--- src/rtl/serial_to_parallel_receiver.sv ---
// Serial-to-parallel receiver for the shift-register serial link.
// Assembles DATA_WIDTH strobed serial bits into a parallel word, MSB-first
// or LSB-first as selected when the frame starts. A completed word is
// presented on q with a one-cycle q_valid pulse; a frame restarted before
// completion is discarded and flagged with a one-cycle frame_err pulse.
module serial_to_parallel_receiver #(
  parameter int DATA_WIDTH = 8
) (
  input  logic                  clk,
  input  logic                  reset,
  input  logic                  start,
  input  logic                  dir,
  input  logic                  sin,
  input  logic                  sin_en,
  output logic [DATA_WIDTH-1:0] q,
  output logic                  q_valid,
  output logic                  busy,
  output logic                  frame_err
);

  localparam int CW = (DATA_WIDTH > 2) ? $clog2(DATA_WIDTH) : 1;
  localparam logic [CW-1:0] LAST_BIT = CW'(DATA_WIDTH - 1);
  localparam logic [CW-1:0] CNT_ONE  = CW'(1);

  typedef enum logic [0:0] {
    IDLE = 1'b0,
    RECV = 1'b1
  } state_t;

  state_t                state_r;
  logic [DATA_WIDTH-1:0] sr_r;
  logic [CW-1:0]         cnt_r;
  logic                  dir_latched_r;
  logic [DATA_WIDTH-1:0] sr_next_s;

  // Next shift-register value if the current bit is accepted, per latched order.
  always_comb begin
    sr_next_s = sr_r;
    if (dir_latched_r == 1'b0) begin
      sr_next_s = {sr_r[DATA_WIDTH-2:0], sin};
    end else begin
      sr_next_s = {sin, sr_r[DATA_WIDTH-1:1]};
    end
  end

  // Frame FSM: start/restart handling, bit accumulation and completion pulses.
  always_ff @(posedge clk or posedge reset) begin
    if (reset) begin
      state_r       <= IDLE;
      sr_r          <= '0;
      cnt_r         <= '0;
      dir_latched_r <= 1'b0;
      q             <= '0;
      q_valid       <= 1'b0;
      frame_err     <= 1'b0;
    end else begin
      q_valid   <= 1'b0;
      frame_err <= 1'b0;
      case (state_r)
        IDLE: begin
          // Bits strobed while idle, even alongside start, are not taken.
          if (start) begin
            state_r       <= RECV;
            dir_latched_r <= dir;
            sr_r          <= '0;
            cnt_r         <= '0;
          end
        end
        RECV: begin
          if (start) begin
            // Restart wins over any bit strobed in the same cycle.
            frame_err     <= 1'b1;
            dir_latched_r <= dir;
            sr_r          <= '0;
            cnt_r         <= '0;
          end else if (sin_en) begin
            sr_r <= sr_next_s;
            if (cnt_r == LAST_BIT) begin
              q       <= sr_next_s;
              q_valid <= 1'b1;
              state_r <= IDLE;
              cnt_r   <= '0;
            end else begin
              cnt_r <= cnt_r + CNT_ONE;
            end
          end
        end
        default: begin
          state_r <= IDLE;
          sr_r    <= '0;
          cnt_r   <= '0;
        end
      endcase
    end
  end

  assign busy = (state_r == RECV);

endmodule

--- config.mk ---
export PLATFORM = sky130hd
export DESIGN_NAME = serial_to_parallel_receiver
export DESIGN_NICKNAME = d
export VERILOG_FILES = /design/src/rtl/serial_to_parallel_receiver.sv
export SDC_FILE = /design/constraint.sdc
export NUM_CORES = 1
export LEC_CHECK = 0
export BUFFER_PORTS_ARGS = -buffer_cell sky130_fd_sc_hd__buf_2
export CORE_UTILIZATION = 53
export DETAILED_ROUTE_END_ITERATION = 10
export PLACE_DENSITY_LB_ADDON = 0.15
export SLEW_MARGIN = 20
export SYNTH_ARGS = -nofsm -noshare
export SYNTH_HDL_FRONTEND = slang
export SYNTH_SLANG_ARGS = --single-unit
--- constraint.sdc ---
create_clock -name clk -period 2.01 [get_ports clk]
set_clock_uncertainty 0.2 [all_clocks]
set_input_delay 0.402 -clock clk [delete_from_list [all_inputs] [get_ports clk]]
set_output_delay 0.402 -clock clk [all_outputs]
set_load 0.05 [all_outputs]
# Word-level counts from Yosys, hierarchy flattened
# Index checks and enable logic that the tools add are counted.
dict set report word_totals {
  regBits 23
  inputBits 6
  output_inout_bits 11
  wordCells 36
}
dict set report op_classes {
  n_addsub 1
  eq_ne 3
  n_mux 21
  bitwise 2
  reduce_logical 2
}
# operator count
set ops {}
lappend ops {{two-way mux 8 bit} 4}
lappend ops {{one-hot mux 8 bit (2 select lines)} 1}
lappend ops {{two-way mux 3 bit} 4}
lappend ops {{two-way mux 1 bit} 10}
lappend ops {{one-hot mux 3 bit (2 select lines)} 1}
lappend ops {{AND reduction 4 bit} 1}
lappend ops {{adder 3 x 1 -> 3 bit, second input constant} 1}
lappend ops {{equality test 3 bit, second input constant} 1}
lappend ops {{!= test 3 bit, second input constant} 1}
lappend ops {{!= test 2 bit, second input constant} 1}
lappend ops {{NOT 1 bit} 2}
lappend ops {{one-hot mux 1 bit (2 select lines)} 1}
lappend ops {{AND reduction 2 bit} 1}

# Logic depth before layout (Yosys ltp)
dict set report depth {
  depth_word 5
  ltp_mapped 5
  ltp_nobuf 4
}

# Least setup slack after synthesis
# Ideal clock, no wire load.
dict set report synth_timing {
  path_type {register to register}
  from {register state_r (netlist: busy)}
  to {register q[0]}
  arrival_ps 1396
  t_required_ps 1685
  slack_ps 289
  stages_incl_launch_ff 4
  n_path_buf 1
  cell_sequence {dfrtp_1 and4b_1 buf_6 mux2_4}
}
dict set report synth_between {
  elab_chain_len 1
}
# item line
set synth_lines {}
lappend synth_lines {{start, declared} 30} ;# state_t state_r;
lappend synth_lines {{start signal, assigned} 49} ;# state_r <= IDLE;
lappend synth_lines {{start signal, assigned} 63} ;# state_r <= RECV;
lappend synth_lines {{start signal, assigned} 81} ;# state_r <= IDLE;
lappend synth_lines {{AND reduction 4 bit (no source line)} -}
lappend synth_lines {{end signal, assigned} 79} ;# q <= sr_next_s;
lappend synth_lines {{end, declared} 15} ;# output logic [DATA_WIDTH-1:0] q,
# No other way between the ends.
# A chain may end at the register's enable or synchronous reset.

# Worst setup path in the final report
dict set report layout_timing {
  from {register cnt_r[0]}
  to {register q[5]}
}
dict set report layout_between {
  elab_chain_len 2
}
# item line
set layout_lines {}
lappend layout_lines {{start, declared} 32} ;# logic [CW-1:0] cnt_r;
lappend layout_lines {{start signal, assigned} 84} ;# cnt_r <= cnt_r + CNT_ONE;
lappend layout_lines {{equality test 3 bit} 78} ;# if (cnt_r == LAST_BIT) begin
lappend layout_lines {{AND reduction 4 bit (no source line)} -}
# No other way between the ends.

==> results.toml <==
[placed_design]
post_dp_cell_area_um2 = 1100
post-dp-hpwl_mm = 1.12
pre_cts_ws_ps = 140
place_inst = 109
finalWeightedCongestion = 0.684
port_buffers = 16

[critical_path]
critPathSlowestCell = "and4b_1"
critPathRequiredTime_ps = 2050
crit_arrival_ps = 1930
critPathMaxFanout = 7
end_kind = "flip-flop"
critPathLaunchType = "flip-flop"
worst_path_largest_cell_delay_ps = 500
worstPathCellList = "ha_1 -> ha_1 -> and4b_1 -> buf_4 -> mux2i_1"
worstSetupPathType = "reg -> reg"
cp_common_cell = "ha_1"

[drt]
first_iter_violations = 5
num_vias = 619
wirelength_mm = 1.67
drt-pass1-iter-count = 3
viasPerCell = 5.43
drtAntennaViolNets = 0
route.detailed.drc = 0
wl_per_cell_um = 14.6

[pwr]
finalPower_uw = 756
p_leak_nw = 0.586
powerDensity_nw_per_um2 = 662
max-vdd-ir-drop_mv = 0.423

[clocking]
cts.clk_slew.worst_paths_ps = 130
tritoncts = "built"
post-cts-setup-buffers = 0
clockBufferDepth = 2
clock_sink_count = 23
cts_buffers = 3
htreeDepth = 1
cts-root-buf = "clkbuf_4"
insertion_delay_ps = 310

[timing]
tns_ps = 0
timing.fmax_mhz = 527
fin_crit_sh_pct = 94.3
worst_pin_slew_ps = 466
setup_viol = 0
hold_violations = 0
slew_headroom_pct = 68.9
rsz0062_at_grt = "no"
maxSlewViolCount = 0
layout_setup_ws_ps = 114
whs_ps = 127
fin_crit_ps = 1900

[finish]
antenna_cells = 0
fin_cells = 114
postLayoutCellArea_um2 = 1140
syn_to_final_growth_pct = 14.6
drive_gt1_share_pct = 41.6
fin_util_pct = 65.4
fin_nets = 98
nFillCells = 146

[floorplan]
ios = 17
die_h_um = 45.4
dieWidth_um = 45.4
initial_utilization_pct = 57.1
design.die.area_um2 = 2060
coreArea_um2 = 1750
std_cell_rows = 15

[global_route]
grt_max_degree = 24
grt.total_usage_pct = 18.9
grt_first_pass_wirelength_mm = 2.66
grt_pass1_vias = 612
antenna_found_initial = 0
overflow = 0

[run_status]
status = "completed"

[logic_synthesis]
syn_avg_cell_area_um2 = 14.5
syn-instance-count = 69
yosys.area.top_type = "dfrtp_1"
seq_area_frac_synth_pct = 57.7
synth_seq_cells = 23
synth_cell_types = 18
syn_nets = 77
ys_warn_count = 0
synthTopCellsByArea = "dfrtp_1, mux2_4, a22o_1"
synth_area_um2 = 997
synth_top_area_share_pct = 57.7

[hold_path]
hp-class = "in -> reg"

[job]
maxCapViolations = 0
==> cell families (layout without fill, tap and decap cells) <==
family	Yosys count	after routing	share of synthesized area (%)
simple gates	6	6	4.27
flops	23	23	57.7
buf+inv	8	28	4.14
mux	17	17	20.3
fa+ha+maj	2	2	2.51
compound gates	13	13	11.0
==> cell usage after synthesis (all sizes together) <==
| cell type | n |
|---|---|
| dfrtp | 23 |
| mux2 | 11 |
| a22o | 8 |
| mux2i | 6 |
| buf | 4 |
| inv | 4 |
| o2bb2ai | 3 |
| ha | 2 |
| a21o | 1 |
| a21oi | 1 |
| and2 | 1 |
| and3b | 1 |
| and4b | 1 |
| nand2 | 1 |
| nand3b | 1 |
| nor2 | 1 |
==> registers in the layout (all words and copies together), names as in the netlist <==
name and flops:
cnt_r 3, q 8, frame_err 1, q_valid 1
dir_latched_r 1, busy 1, sr_r 8
==> cell type report <==
class / count / area, um^2 / area share [%]
clock buffer: 3 / 22.5 / 1.97
clock inverter: 1 / 5.00 / 0.438
sequential: 23 / 576 / 50.4
tap: 25 / 31.3 / 2.74
inverter: 4 / 15.0 / 1.31
timing repair buffer: 20 / 113 / 9.86
multi-input combinational: 38 / 380 / 33.3
==> worst max-delay path: cells and delay by family (launching register included) <==
| kind | cells | cell delay (ps) |
|---|---|---|
| buffers and inverters | 1 | 220 |
| muxes | 1 | 170 |
| DFF | 1 | 390 |
| adders and majority gates | 2 | 350 |
| and+or+nand+nor | 1 | 500 |
==> cells in the final DEF, fill, tap and decap left out, types with 2 or more instances in the layout <==
| cell | instances |
|---|---|
| a22o_1 | 8 |
| buf_2 | 16 |
| buf_4 | 3 |
| clkbuf_4 | 3 |
| dfrtp_1 | 23 |
| ha_1 | 2 |
| inv_1 | 4 |
| mux2_2 | 6 |
| mux2_4 | 5 |
| mux2i_1 | 6 |
| o2bb2ai_1 | 3 |
==> repair_timing <==
action / 4_1_cts / 5_1_grt
setup endpoints to repair: 0 / 0
hold buffers: 1 / 0
hold endpoints to repair: 23 / 0
gates resized for setup: 0 / 0
==> final timing paths <==
kind | endpoint | cells after the start | slack [ps] | startpoint
max | q[5] | 5 | 110 | cnt_r[0]
min | dir_latched_r | 2 | 130 | dir
max reg2reg | q[5] | 5 | 110 | cnt_r[0]
min reg2reg | q[1] | 1 | 320 | q[1]
max in group asynchronous | frame_err | 4 | 930 | reset
min in group asynchronous | q[2] | 4 | 450 | reset
==> per-layer routing <==
layer	up-vias	part of all wire, %	global-route usage, %
met1	313	48	24.4
met3	2	3.1	3.57
met2	14	48	29.9
met4	0	1.4	10.9
li1	290	-	-
met5	-	0	0
==> power by group <==
group	internal, mW	switching (mW)	leakage, nW
registers	0.472	0.0118	0.294
logic	0.0286	0.0331	0.275
clock network	0.0742	0.136	0.0177
total	0.575	0.181	0.586
No activity file was read; power rests on OpenSTA's default activity.
